[src/rtl/sram_ctrl_pkg.sv]
// Shared definitions for the SRAM bus controller.
//   state_e      - access sequencer states
//   Def*         - default geometry and timing constants
//   cnt_width()  - width of the shared phase counter for a given timing set
package sram_ctrl_pkg;

    typedef enum logic [1:0] {
        StIdle,
        StSetup,
        StStrobe,
        StHold
    } state_e;

    localparam int unsigned DefAddrW     = 11;
    localparam int unsigned DefDataW     = 8;
    localparam int unsigned DefSetupCyc  = 1;
    localparam int unsigned DefStrobeCyc = 2;
    localparam int unsigned DefHoldCyc   = 1;

    // The counter is loaded with (cycles - 1), so clog2 of the largest phase length suffices.
    function automatic int unsigned cnt_width(input int unsigned a, input int unsigned b,
                                              input int unsigned c);
        int unsigned m;
        m = a;
        if (b > m) m = b;
        if (c > m) m = c;
        return (m > 1) ? $clog2(m) : 1;
    endfunction

endpackage

[src/rtl/pio_edge_det.sv]
// Rising-edge detector for the PIO enable bit.
//   clk_i   - system clock
//   rst_ni  - asynchronous active-low reset
//   en_i    - level from the enable PIO (same clock domain, no synchroniser)
//   rise_o  - high for the one cycle where en_i is 1 and was 0 on the previous clock
module pio_edge_det (
    input  logic clk_i,
    input  logic rst_ni,
    input  logic en_i,
    output logic rise_o
);

    logic en_q;

    always_ff @(posedge clk_i or negedge rst_ni) begin
        if (!rst_ni) begin
            en_q <= 1'b0;
        end else begin
            en_q <= en_i;
        end
    end

    assign rise_o = en_i & ~en_q;

endmodule

[src/rtl/sram_bus_ctrl.sv]
// Turns a bit-banged PIO request into timed strobes for an asynchronous 2K x 8 SRAM.
//   clk_clk, reset_reset_n         - clock and asynchronous active-low reset
//   pio_address/wdata/cs/en/rnw    - request from the Qsys PIOs; rising pio_en starts an access
//   pio_rdata                      - last read result, held until the next read completes
//   busy, done, overrun            - status: access in progress, completion pulse, sticky error
//   sram_addr/ce_n/oe_n/we_n       - registered chip-level address and strobes
//   sram_dq_out/oe/in              - split data pad, the tristate lives in the top level
module sram_bus_ctrl
    import sram_ctrl_pkg::*;
#(
    parameter int unsigned ADDR_W     = DefAddrW,
    parameter int unsigned DATA_W     = DefDataW,
    parameter int unsigned SETUP_CYC  = DefSetupCyc,
    parameter int unsigned STROBE_CYC = DefStrobeCyc,
    parameter int unsigned HOLD_CYC   = DefHoldCyc
) (
    input  logic              clk_clk,
    input  logic              reset_reset_n,
    input  logic [ADDR_W-1:0] pio_address,
    input  logic [DATA_W-1:0] pio_wdata,
    input  logic              pio_cs,
    input  logic              pio_en,
    input  logic              pio_rnw,
    output logic [DATA_W-1:0] pio_rdata,
    output logic              busy,
    output logic              done,
    output logic              overrun,
    output logic [ADDR_W-1:0] sram_addr,
    output logic              sram_ce_n,
    output logic              sram_oe_n,
    output logic              sram_we_n,
    output logic [DATA_W-1:0] sram_dq_out,
    output logic              sram_dq_oe,
    input  logic [DATA_W-1:0] sram_dq_in
);

    localparam int unsigned CntW = cnt_width(SETUP_CYC, STROBE_CYC, HOLD_CYC);
    localparam logic [CntW-1:0] SetupLoad  = CntW'(SETUP_CYC - 1);
    localparam logic [CntW-1:0] StrobeLoad = CntW'(STROBE_CYC - 1);
    localparam logic [CntW-1:0] HoldLoad   = CntW'(HOLD_CYC - 1);

    state_e            state_q, state_d;
    logic [CntW-1:0]   cnt_q, cnt_d;
    logic              rnw_q, rnw_n;
    logic              en_rise, trig, accept, last;
    logic              capture_rd, done_d, overrun_d;
    logic              ce_n_d, oe_n_d, we_n_d, dq_oe_d;

    pio_edge_det u_edge (
        .clk_i  (clk_clk),
        .rst_ni (reset_reset_n),
        .en_i   (pio_en),
        .rise_o (en_rise)
    );

    assign trig = en_rise & pio_cs;
    assign busy = (state_q != StIdle);
    assign last = (cnt_q == '0);

    always_comb begin
        state_d = state_q;
        cnt_d   = cnt_q;
        accept  = 1'b0;
        unique case (state_q)
            StIdle: begin
                if (trig) begin
                    accept  = 1'b1;
                    state_d = StSetup;
                    cnt_d   = SetupLoad;
                end
            end
            StSetup: begin
                if (last) begin
                    state_d = StStrobe;
                    cnt_d   = StrobeLoad;
                end else begin
                    cnt_d = cnt_q - CntW'(1);
                end
            end
            StStrobe: begin
                if (last) begin
                    state_d = StHold;
                    cnt_d   = HoldLoad;
                end else begin
                    cnt_d = cnt_q - CntW'(1);
                end
            end
            StHold: begin
                if (last) begin
                    state_d = StIdle;
                end else begin
                    cnt_d = cnt_q - CntW'(1);
                end
            end
            default: state_d = StIdle;
        endcase
    end

    // Strobes are decoded from the next state so the pins change exactly on the state edge
    // and come straight out of flops.
    always_comb begin
        rnw_n      = accept ? pio_rnw : rnw_q;
        ce_n_d     = (state_d == StIdle);
        oe_n_d     = ~(rnw_n & ((state_d == StSetup) | (state_d == StStrobe)));
        we_n_d     = ~(~rnw_n & (state_d == StStrobe));
        dq_oe_d    = ~rnw_n & (state_d != StIdle);
        capture_rd = (state_q == StStrobe) & last & rnw_q;
        done_d     = (state_q == StHold) & last;
        overrun_d  = overrun;
        if (!pio_cs) begin
            overrun_d = 1'b0;
        end else if (trig && busy) begin
            overrun_d = 1'b1;
        end
    end

    always_ff @(posedge clk_clk or negedge reset_reset_n) begin
        if (!reset_reset_n) begin
            state_q     <= StIdle;
            cnt_q       <= '0;
            rnw_q       <= 1'b0;
            sram_addr   <= '0;
            sram_dq_out <= '0;
            pio_rdata   <= '0;
            done        <= 1'b0;
            overrun     <= 1'b0;
            sram_ce_n   <= 1'b1;
            sram_oe_n   <= 1'b1;
            sram_we_n   <= 1'b1;
            sram_dq_oe  <= 1'b0;
        end else begin
            state_q    <= state_d;
            cnt_q      <= cnt_d;
            rnw_q      <= rnw_n;
            done       <= done_d;
            overrun    <= overrun_d;
            sram_ce_n  <= ce_n_d;
            sram_oe_n  <= oe_n_d;
            sram_we_n  <= we_n_d;
            sram_dq_oe <= dq_oe_d;
            if (accept) begin
                sram_addr   <= pio_address;
                sram_dq_out <= pio_wdata;
            end
            if (capture_rd) begin
                pio_rdata <= sram_dq_in;
            end
        end
    end

endmodule

[config.mk]
export PLATFORM = sky130hd
export DESIGN_NAME = sram_bus_ctrl
export DESIGN_NICKNAME = d
export VERILOG_FILES = /design/src/rtl/sram_ctrl_pkg.sv /design/src/rtl/pio_edge_det.sv /design/src/rtl/sram_bus_ctrl.sv
export SDC_FILE = /design/constraint.sdc
export NUM_CORES = 1
export LEC_CHECK = 0
export BUFFER_PORTS_ARGS = -buffer_cell sky130_fd_sc_hd__buf_4
export CAP_MARGIN = 10
export CORE_MARGIN = 2
export CORE_UTILIZATION = 46
export CTS_BUF_LIST = sky130_fd_sc_hd__clkbuf_4 sky130_fd_sc_hd__clkbuf_8 sky130_fd_sc_hd__clkbuf_16
export DETAILED_ROUTE_END_ITERATION = 10
export PLACE_DENSITY = 0.88
export SYNTH_ARGS = -nofsm -noshare
export SYNTH_HDL_FRONTEND = slang
export SYNTH_SLANG_ARGS = --single-unit
[constraint.sdc]
create_clock -name clk_clk -period 2.1 [get_ports clk_clk]
set_input_delay 0.105 -clock clk_clk [delete_from_list [all_inputs] [get_ports clk_clk]]
set_output_delay 0.105 -clock clk_clk [all_outputs]
set_load 0.01 [all_outputs]
==> flow_summary_export.csv, run 1 <==
group,metric,value,unit
place,dp_worst_setup_slack,376,ps
sta,rsz0062_at_grt,"no",
synthesis,yosys_warnings,0,
detailed_routing,route.detailed.wl_per_inst,15.9,µm
detailed_routing,drcViolationCount,0,
critical_path,path_cells,"or2_1, or2_1, and2_1, ha_1, nand2_1, nor3_1, a31oi_1",
clock_tree,cts_root_buf,"sky130_fd_sc_hd__clkbuf_4",
place,place.port_buffers,65,
clock_tree,clk_path_buf_depth,2,
global_routing,grt_use_total,22.4,%
pwr,leakage,0.00119,µW
clock_tree,cts_num_sinks,38,
clock_tree,post_cts_setup_repair_buffer_count,0,
die,design.core.area,3280,µm²
die,fp.dieH,62.0,µm
layout,synthToLayoutAreaGrowth,57.2,%
sta,fin_hold_ws,26.0,ps
die,initial_core_util,47.1,%
die,die_w,62.0,µm
clock_tree,cts_made_buffers,5,
detailed_routing,final_antenna_net_count,0,
clock_tree,htree_depth,2,
sta,maxClockFrequency,0.574,GHz
layout,nNetsFinal,231,
critical_path,cp.buffers_inverters,0,
layout,final_layout_size_suffix_gt1_share,53.5,%
detailed_routing,num_vias,1150,
flow_run,drv_cap,0,
critical_path,crit_path_start,"state_q[1]",
synthesis,syn-instance-count,98,
worst_hold_path,hold_start,"pio_cs",
critical_path,critPathArrivalTime,2010,ps
sta,finalHoldViolations,0,
pwr,cellPowerDensity,1350,nW/µm²
layout,final_cell_area,2430,µm²
synthesis,seq_area_frac_synth,61.7,%
place,detailed_place.area,2060,µm²
critical_path,timing.setup.critical_path_class,"register to register",
worst_hold_path,min_path_type,"input pin to register",
die,num_rows,21,
status,outcome,"finished, final reports clean",
global_routing,global_route.overflow_total,0,
synthesis,post_synth.cell_area_avg,15.8,µm²
critical_path,critPathTopFamily,"simple AND/OR/NAND/NOR gates",
pwr,worst_vdd_rail_ir_drop,634,µV
critical_path,crit_path_max_incr_delay,430,ps
critical_path,crit_path_max_fanout,5,
sta,min_period,1740,ps
clock_tree,cts_tree,"yes",
sta,finalSetupTns,0,ps
synthesis,synth_fp_nets,132,
place,dpl.hpwl,2.33,mm
sta,actual_transition_at_the_worst_max_transition_pin,460,ps
sta,finClkSkew,11.4,ps
detailed_routing,route.detailed.vias_per_inst,4.71,
sta,finalMaxSlewViolations,0,
critical_path,worst_path_max_delay_cell,"sky130_fd_sc_hd__dfrtp_1",
global_routing,first_global_vias,1193,
clock_tree,worstSkewPairLatency,340,ps
place,gp_congestion,0.861,
clock_tree,clock_pin_slew_worst_setup_and_hold_paths,110,ps
critical_path,r2r_start,"state_q[1]",
global_routing,first_pass_grt_wire_length,5.86,mm
detailed_routing,drt_wl_total,3.88,mm
global_routing,largest_net_degree_at_the_start_of_global_routing,39,
sta,fin_ws,358,ps
detailed_routing,drt-pass1-iter-count,4,
sta,setup-violations-final,0,
global_routing,antenna_found_initial,0,
detailed_routing,detail_route.iter0.violations,51,
sta,post-route-period-util,82.9,%
layout,antennaDiodeCount,0,
critical_path,cp.required,2370,ps
critical_path,timing.critical_path.from_type,"register",
synthesis,ys_ff_latch,38,
die,num_io_pins,66,
synthesis,yosysUniqueCellTypes,25,
synthesis,netlist_area_before_placement,1550,µm²
critical_path,timing.critical_path.mode_cell,"sky130_fd_sc_hd__or2_1",
die,die_area,3840,µm²
sta,relSlewSlack,69.3,%
critical_path,critPathCaptureType,"register",
-- Yosys cell counts --
cell                       instances  area share (%)
sky130_fd_sc_hd__o21ai_1           1            0.32
sky130_fd_sc_hd__dfrtp_1          35              57
sky130_fd_sc_hd__ha_1              2             1.6
sky130_fd_sc_hd__nor2_1            1            0.24
sky130_fd_sc_hd__nor2b_1           3             1.2
sky130_fd_sc_hd__nand2_1           2            0.49
sky130_fd_sc_hd__nand3b_4          1             1.3
sky130_fd_sc_hd__buf_12            1             1.3
sky130_fd_sc_hd__and3b_1           1            0.57
sky130_fd_sc_hd__a21oi_1           2            0.65
sky130_fd_sc_hd__a31oi_1           2            0.81
sky130_fd_sc_hd__mux2_2           17              12
sky130_fd_sc_hd__nand3b_1          1            0.49
sky130_fd_sc_hd__inv_1             3            0.73
sky130_fd_sc_hd__and2_1            2            0.81
sky130_fd_sc_hd__xnor2_1           1            0.57
sky130_fd_sc_hd__dfstp_2           3             5.1
sky130_fd_sc_hd__nor3_1            2            0.65
sky130_fd_sc_hd__nor2_8            1             1.3
sky130_fd_sc_hd__mux2_4           10             9.7
sky130_fd_sc_hd__buf_6             1            0.73
sky130_fd_sc_hd__nor3b_1           2            0.97
sky130_fd_sc_hd__or2_1             2            0.81
sky130_fd_sc_hd__buf_2             1            0.32
sky130_fd_sc_hd__o21ai_0           1            0.32
-- sequential cells by signal, summed over array words and instances (netlist names) --
signal and count:
sram_addr 11, pio_rdata 8, sram_dq_out 8, state_q 2
cnt_q 1, done 1, overrun 1, rnw_q 1
sram_ce_n 1, sram_dq_oe 1, sram_oe_n 1, sram_we_n 1
u_edge.en_q 1
-- repair_timing --
| item | in CTS | in global routing |
|---|---|---|
| gates resized for setup | 0 | 0 |
| hold buffers | 29 | 0 |
| hold endpoints to repair | 63 | 0 |
-- worst paths after layout --
kind / to / slack (ps) / depth (start not counted)
hold / removal: overrun / 30 / 2
max in group asynchronous: sram_we_n / 1490 / 2
hold reg to reg: sram_oe_n / 470 / 1
setup / recovery: sram_oe_n / 360 / 7
min in group asynchronous: pio_rdata[5] / 260 / 2
setup reg to reg: sram_oe_n / 360 / 7
-- logic make-up after synthesis --
group	Yosys count	share of synthesized area, %
AO/OA/AOI/OAI	6	2.10
XOR/XNOR	1	0.566
adder cells (fa/ha/maj)	2	1.62
buffers and inverters	6	3.07
flip-flops	38	61.7
multiplexers	27	22.1
AND/OR/NAND/NOR	18	8.82
-- layout by cell type (no fill, tap or decap) --
cell | netlist | layout
sky130_fd_sc_hd__clkinv_2 | 0 | 2
sky130_fd_sc_hd__bufinv_16 | 0 | 1
sky130_fd_sc_hd__nand2_1 | 2 | 2
sky130_fd_sc_hd__dfstp_2 | 3 | 3
sky130_fd_sc_hd__nand3b_4 | 1 | 1
sky130_fd_sc_hd__nor2_8 | 1 | 1
sky130_fd_sc_hd__ha_1 | 2 | 2
sky130_fd_sc_hd__mux2_2 | 17 | 17
sky130_fd_sc_hd__buf_4 | 0 | 66
sky130_fd_sc_hd__mux2_4 | 10 | 10
sky130_fd_sc_hd__nand3b_1 | 1 | 1
sky130_fd_sc_hd__xnor2_1 | 1 | 1
sky130_fd_sc_hd__nor2b_1 | 3 | 3
sky130_fd_sc_hd__o21ai_1 | 1 | 1
sky130_fd_sc_hd__and3b_1 | 1 | 1
sky130_fd_sc_hd__a21oi_1 | 2 | 2
sky130_fd_sc_hd__dlygate4sd3_1 | 0 | 29
sky130_fd_sc_hd__inv_1 | 3 | 3
sky130_fd_sc_hd__nor2_1 | 1 | 1
sky130_fd_sc_hd__nor3b_1 | 2 | 2
sky130_fd_sc_hd__or2_1 | 2 | 2
sky130_fd_sc_hd__o21ai_0 | 1 | 1
sky130_fd_sc_hd__dfrtp_1 | 35 | 35
sky130_fd_sc_hd__nor3_1 | 2 | 2
sky130_fd_sc_hd__and2_1 | 2 | 2
sky130_fd_sc_hd__clkbuf_4 | 0 | 5
sky130_fd_sc_hd__a31oi_1 | 2 | 2
-- per-layer routing --
metal / wire length [µm] / global-route usage [%]
met3: 195 / 5.59
met4: 45 / 7.29
met2: 2190 / 41.2
met5: 0 / 0
met1: 1440 / 25.0
-- layout make-up --
cell class / count / area, µm²
repair buffers: 95 / 786
fillers: 215 / 853
clock inverters: 3 / 40.0
well taps: 46 / 57.6
multi-input cells: 54 / 544
clock buffers: 5 / 37.5
flip-flops and latches: 38 / 955
inverters: 3 / 11.3
-- stage by stage --
stage,std cells,power [µW],utilization [%]
2_1_floorplan,98,2060,-
3_3_place_gp,207,2660,62.8
3_5_place_dp,207,2750,62.8
4_1_cts,244,3280,74.0
5_1_grt,244,3490,74.0
6_report,244,3280,74.0
-- report_power, final --
group	total (µW)	internal [µW]	switching, µW	leakage (µW)
Sequential	1300	1090	208	0.000457
Clock	479	247	233	0.0000450
Combinational	1500	869	627	0.000686
Power figures use the tool's default switching activity.
==> inputs of run 2 (changes only) <==
CORE_UTILIZATION = 42   (was 46)
PLACE_DENSITY = 0.85   (was 0.88)
clock period = 1.6 ns   (was 2.1 ns; I/O delays follow)
==> run 2 against run 1 <==
The flow now finishes with violations (negative setup slack). Largest cell class unchanged. Worst setup slack got worse by 390 ps. Clock power increased by 41%. Sequential share of layout area increased by 2.7 points. Die area is 8.9% higher. Critical path depth unchanged. Flip-flop and latch count is the same. Clock-buffer cell count grew 2.
==> flow_summary_export.csv, run 2 (synthesis gave the netlist of run 1 again) <==
group,metric,value,unit
sta,post-route-period-util,102,%
sta,min_period,1630,ps
critical_path,reg2reg_to,"sram_oe_n",
sta,maxClockFrequency,0.614,GHz
die,die_area,4180,µm²
critical_path,critPathCaptureType,"register",
layout,layout_top_registers,"sram_addr (11), pio_rdata (8), sram_dq_out (8)",
layout,largest_register,"sram_addr",
sta,setup-violations-final,1,
global_routing,global_route.usage.met1,21.4,%
clock_tree,htree_depth,2,
sta,relSlewSlack,69.2,%
critical_path,crit_path_max_fanout,4,
global_routing,globalRouteMet2Util,30.7,%
worst_hold_path,holdPathEnd,"sram_addr[2]",
critical_path,critPathArrivalTime,1840,ps
status,failed_checks,"negative setup slack",
sta,rsz0062_at_grt,"yes",
global_routing,global_route.overflow_total,0,
layout,mostFrequentLayoutCell,"sky130_fd_sc_hd__buf_4",
detailed_routing,drcViolationCount,0,
layout,antennaDiodeCount,0,
clock_tree,cts_made_buffers,5,
critical_path,r2r_start,"state_q[0]",
pwr,totalPowerFinal,4450,µW
detailed_routing,drt_wl_total,3.35,mm
place,detailed_place.area,2140,µm²
layout,nNetsFinal,210,
clock_tree,cts_root_buf,"sky130_fd_sc_hd__clkbuf_8",
status,outcome,"finished, violations left",
critical_path,timing.critical_path.from_type,"register",
place,gp_congestion,0.786,
pwr,worst_vdd_rail_ir_drop,640,µV
layout,mostFrequentLayoutCells,"sky130_fd_sc_hd__buf_4 (70), sky130_fd_sc_hd__dfrtp_1 (35), sky130_fd_sc_hd__mux2_2 (17)",
critical_path,reg2reg_slack,-30,ps
layout,largest_register_ffs,11,
detailed_routing,num_vias,1089,
global_routing,first_pass_grt_wire_length,5.62,mm
flow_run,drv_cap,0,
clock_tree,worstSkewPairLatency,280,ps
die,num_rows,22,
global_routing,largest_net_degree_at_the_start_of_global_routing,39,
die,die_w,64.7,µm
critical_path,cp.required,1810,ps
clock_tree,clk_path_buf_depth,2,
layout,final_layout_size_suffix_gt1_share,66.7,%
clock_tree,clock_pin_slew_worst_setup_and_hold_paths,70,ps
detailed_routing,drt-pass1-iter-count,4,
critical_path,timing.setup.critical_path_class,"register to register",
sta,actual_transition_at_the_worst_max_transition_pin,463,ps
global_routing,first_global_vias,1192,
global_routing,globalRoute.busiestLayer,"met2",
worst_hold_path,min_path_type,"input pin to register",
place,post-place-cells,213,
place,dpl.hpwl,2.52,mm
detailed_routing,final_antenna_net_count,0,
worst_hold_path,worstHoldPathCells,2,
global_routing,met3_demand_to_capacity_share_in_global_routing,5.03,%
layout,post_layout_nonfiller_instances,225,
pwr,cellPowerDensity,1950,nW/µm²
sta,finalSetupTns,-29.6,ps
layout,final_cell_area,2280,µm²
die,fp.dieH,64.7,µm
global_routing,grt_use_total,18.3,%
die,initial_core_util,42.9,%
global_routing,antenna_found_initial,0,
place,place.port_buffers,65,
pwr,leakage,0.00112,µW
critical_path,timing.reg2reg.worst_path_depth,7,
sta,finClkSkew,4.37,ps
worst_hold_path,hold_start,"pio_address[2]",
sta,fin_ws,-29.6,ps
detailed_routing,route.detailed.vias_per_inst,4.84,
die,num_io_pins,66,
layout,final_util,63.2,%
detailed_routing,route.detailed.wl_per_inst,14.9,µm
layout,synthToLayoutAreaGrowth,47.2,%
detailed_routing,detail_route.iter0.violations,65,
clock_tree,cts_tree,"yes",
sta,finalHoldViolations,0,
sta,finalMaxSlewViolations,0,
die,design.core.area,3610,µm²
clock_tree,cts_num_sinks,38,
run 2: cell count changes in the layout (fill, tap and decap cells not counted), sizes merged:
cell and delta:
clkbuf +2, bufinv -1, clkinv -1, dlygate4sd3 -27
buf +6
run 2: what timing repair did:
| item | 4_1_cts | 5_1_grt |
|---|---|---|
| setup endpoints to repair | 1 | 23 |
| pin swaps | 1 | 0 |
| hold buffers | 2 | 0 |
| buffers inserted | 1 | 1 |
| resized for setup | 0 | 3 |
| endpoints found under the hold margin | 36 | 0 |
run 2: cell type report:
class	instances	area, µm²
clock inverters	1	5.00
inverters	3	11.3
well taps	48	60.1
repair buffers	74	586
clock buffers	7	90.1
fillers	278	1330
flip-flops and latches	38	955
multi-input cells	54	571
run 2: worst max-delay path: stages, from the launching register on:
cell                      delay, ps
sky130_fd_sc_hd__dfrtp_1        410
sky130_fd_sc_hd__or2_1          240
sky130_fd_sc_hd__or2_4          250
sky130_fd_sc_hd__and2_4         160
sky130_fd_sc_hd__ha_4           240
sky130_fd_sc_hd__nand2_2         60
sky130_fd_sc_hd__nor3_2          40
sky130_fd_sc_hd__a31oi_1        160
run 2: worst max-delay path by stage:
stage	startpoint	end	slack (ps)
after detailed placement	state_q[0]	sram_oe_n	-50
after floorplan	state_q[0]	sram_oe_n	-90
after CTS	state_q[0]	sram_oe_n	-10
after global placement	state_q[0]	sram_oe_n	30
final	state_q[0]	sram_oe_n	-30
after global routing	state_q[0]	sram_oe_n	-110
run 2: per-stage QoR:
stage          hold slack [ps]  worst slack [ps]
2_1_floorplan             -216             -88.7
3_3_place_gp              56.1              26.5
3_5_place_dp              69.0             -49.2
4_1_cts                   17.4             -13.2
5_1_grt                   13.1              -111
6_report                  23.5             -29.6
run 2: report_power, final:
part           total [µW]  leakage, µW  internal (µW)  switching, µW
registers            1680     0.000457           1440            245
clock network         676    0.0000517            364            311
logic                2090     0.000615           1220            867
run 2: metal layers:
layer / part of all wire [%] / up-vias
li1: - / 496
met5: 0 / -
met4: 2.2 / 0
met2: 53 / 49
met1: 38 / 538
met3: 6.3 / 6
==> inputs of run 3 (changes only) <==
RECOVER_POWER = 100   (was default)
==> run 3 against run 2 <==
The run still ends with negative setup slack left. Power about the same. Non-clock buffer count unchanged. Clock skew barely moved. Register-to-register slack about the same. Clock power hardly changed. Flip-flop and latch count is the same. Sequential power hardly changed. Sequential share of layout area is essentially flat. Wire length shrank 0.12%. Core utilization fell by 0.069 points. Worst hold slack about the same. Maximum frequency did not move. Highest routed layer unchanged.
==> flow_summary_export.csv, run 3 (synthesis gave the netlist of run 1 again) <==
group,metric,value,unit
clock_tree,cts_num_sinks,38,
layout,final_util,63.1,%
clock_tree,clock_pin_slew_worst_setup_and_hold_paths,70,ps
die,fp.dieH,64.7,µm
global_routing,grt_use_total,18.3,%
layout,mostFrequentLayoutCell,"sky130_fd_sc_hd__buf_4",
sta,finalMaxSlewViolations,0,
sta,finClkSkew,4.57,ps
die,die_area,4180,µm²
clock_tree,htree_depth,2,
place,gp_congestion,0.786,
layout,mostFrequentLayoutCells,"sky130_fd_sc_hd__buf_4 (69), sky130_fd_sc_hd__dfrtp_1 (35), sky130_fd_sc_hd__mux2_2 (17)",
layout,storage_cell_area,955,µm²
pwr,worst_vdd_rail_ir_drop,640,µV
place,detailed_place.area,2140,µm²
detailed_routing,drt_wl_total,3.34,mm
place,place.port_buffers,65,
die,initial_core_util,42.9,%
die,num_rows,22,
worst_hold_path,worstHoldPathCells,2,
critical_path,path_cells,"or2_1, or2_4, and2_4, ha_4, nand2_2, nor3_2, a31oi_1",
clock_tree,cts_tree,"yes",
clock_tree,cts_root_buf,"sky130_fd_sc_hd__clkbuf_8",
sta,finalHoldViolations,0,
critical_path,crit_path_max_fanout,4,
layout,largest_register,"sram_addr",
die,die_w,64.7,µm
layout,fill_cells,279,
detailed_routing,drt-pass1-iter-count,4,
sta,setup-violations-final,1,
detailed_routing,route.detailed.wl_per_inst,14.9,µm
sta,actual_transition_at_the_worst_max_transition_pin,899,ps
global_routing,first_global_vias,1192,
pwr,cellPowerDensity,1960,nW/µm²
critical_path,reg2reg_slack,-30,ps
critical_path,cp.required,1810,ps
critical_path,worst_path_max_delay_cell,"sky130_fd_sc_hd__dfrtp_1",
sta,relSlewSlack,40.1,%
global_routing,antenna_found_initial,0,
sta,rsz0062_at_grt,"yes",
critical_path,reg2reg_to,"sram_oe_n",
critical_path,r2r_start,"state_q[0]",
die,num_io_pins,66,
clock_tree,cts_made_buffers,5,
clock_tree,clk_path_buf_depth,2,
layout,final_cell_area,2270,µm²
flow_run,drv_cap,0,
global_routing,first_pass_grt_wire_length,5.62,mm
critical_path,crit_path_start,"state_q[0]",
layout,largest_register_ffs,11,
critical_path,timing.setup.critical_path_class,"register to register",
critical_path,critPathCaptureType,"register",
critical_path,critPathTopFamily,"simple AND/OR/NAND/NOR gates",
pwr,leakage,0.00112,µW
detailed_routing,drcViolationCount,0,
global_routing,global_route.overflow_total,0,
critical_path,setup.worst_path.end,"sram_oe_n",
critical_path,cp.buffers_inverters,0,
sta,maxClockFrequency,0.614,GHz
status,failed_checks,"negative setup slack",
sta,fin_ws,-29.6,ps
worst_hold_path,min_path_type,"input pin to register",
die,design.core.area,3610,µm²
critical_path,critPathArrivalTime,1840,ps
sta,min_period,1630,ps
layout,layout_top_registers,"sram_addr (11), pio_rdata (8), sram_dq_out (8)",
sta,fin_hold_ws,23.1,ps
detailed_routing,num_vias,1094,
global_routing,largest_net_degree_at_the_start_of_global_routing,39,
clock_tree,worstSkewPairLatency,280,ps
layout,synthToLayoutAreaGrowth,47.1,%
critical_path,timing.critical_path.from_type,"register",
status,outcome,"finished, violations left",
critical_path,worst-path-stages,7,
detailed_routing,route.detailed.vias_per_inst,4.86,
layout,multi_input_area,571,µm²
detailed_routing,final_antenna_net_count,0,
layout,nNetsFinal,210,
place,dpl.hpwl,2.52,mm
detailed_routing,detail_route.iter0.violations,68,
critical_path,crit_path_max_incr_delay,410,ps
layout,antennaDiodeCount,0,
critical_path,timing.reg2reg.worst_path_depth,7,
layout,final_layout_size_suffix_gt1_share,66.7,%
sta,post-route-period-util,102,%
-- run 3: cell count changes in the layout (fill, tap and decap cells not counted), sizes merged --
cell / previous run / this run
buf: 72 / 71
clkbuf: 7 / 8
-- run 3: per-layer routing --
metal / global-route usage [%] / vias up / part of all wire, %
met2: 30.7 / 49 / 53
li1: - / 496 / -
met3: 5.03 / 6 / 6.4
met5: 0 / - / 0
met4: 9.57 / 0 / 2.2
met1: 21.4 / 543 / 38
-- run 3: worst min path at each step --
stage,start,to,slack (ps)
2_1_floorplan,reset_reset_n,cnt_q,-220
3_3_place_gp,reset_reset_n,sram_addr[6],60
3_5_place_dp,reset_reset_n,sram_addr[6],70
4_1_cts,pio_address[2],sram_addr[2],20
5_1_grt,sram_dq_in[7],pio_rdata[7],10
6_report,pio_address[2],sram_addr[2],20
-- run 3: where the power goes --
group,internal (µW),switching [µW],total (µW)
combinational,1220,867,2090
sequential,1440,247,1680
clock,364,312,676
total,3030,1430,4450
-- run 3: timing repair --
action	in CTS	in global routing
setup endpoints to repair	1	23
endpoints found under the hold margin	36	0
pin swaps	1	0
gates resized for setup	0	3
setup buffers	1	1
hold buffers	2	0
-- run 3: area by class of cell --
cell class                 count  area share, %
multi-input combinational     54           25.1
tap                           48           2.64
inverter                       3          0.495
timing repair buffer          74           25.6
sequential                    38           42.0
clock buffer                   7           3.96
clock inverter                 1          0.220
-- run 3: stage by stage --
step	TNS (ps)	total power (µW)	setup WS, ps	std cells
finish	-29.6	4450	-29.6	225
floorplan	-88.7	2780	-88.7	98
global placement	0	3610	26.5	213
CTS	-13.2	4450	-13.2	224
detailed placement	-49.2	3740	-49.2	213
global route	-428	4750	-111	225
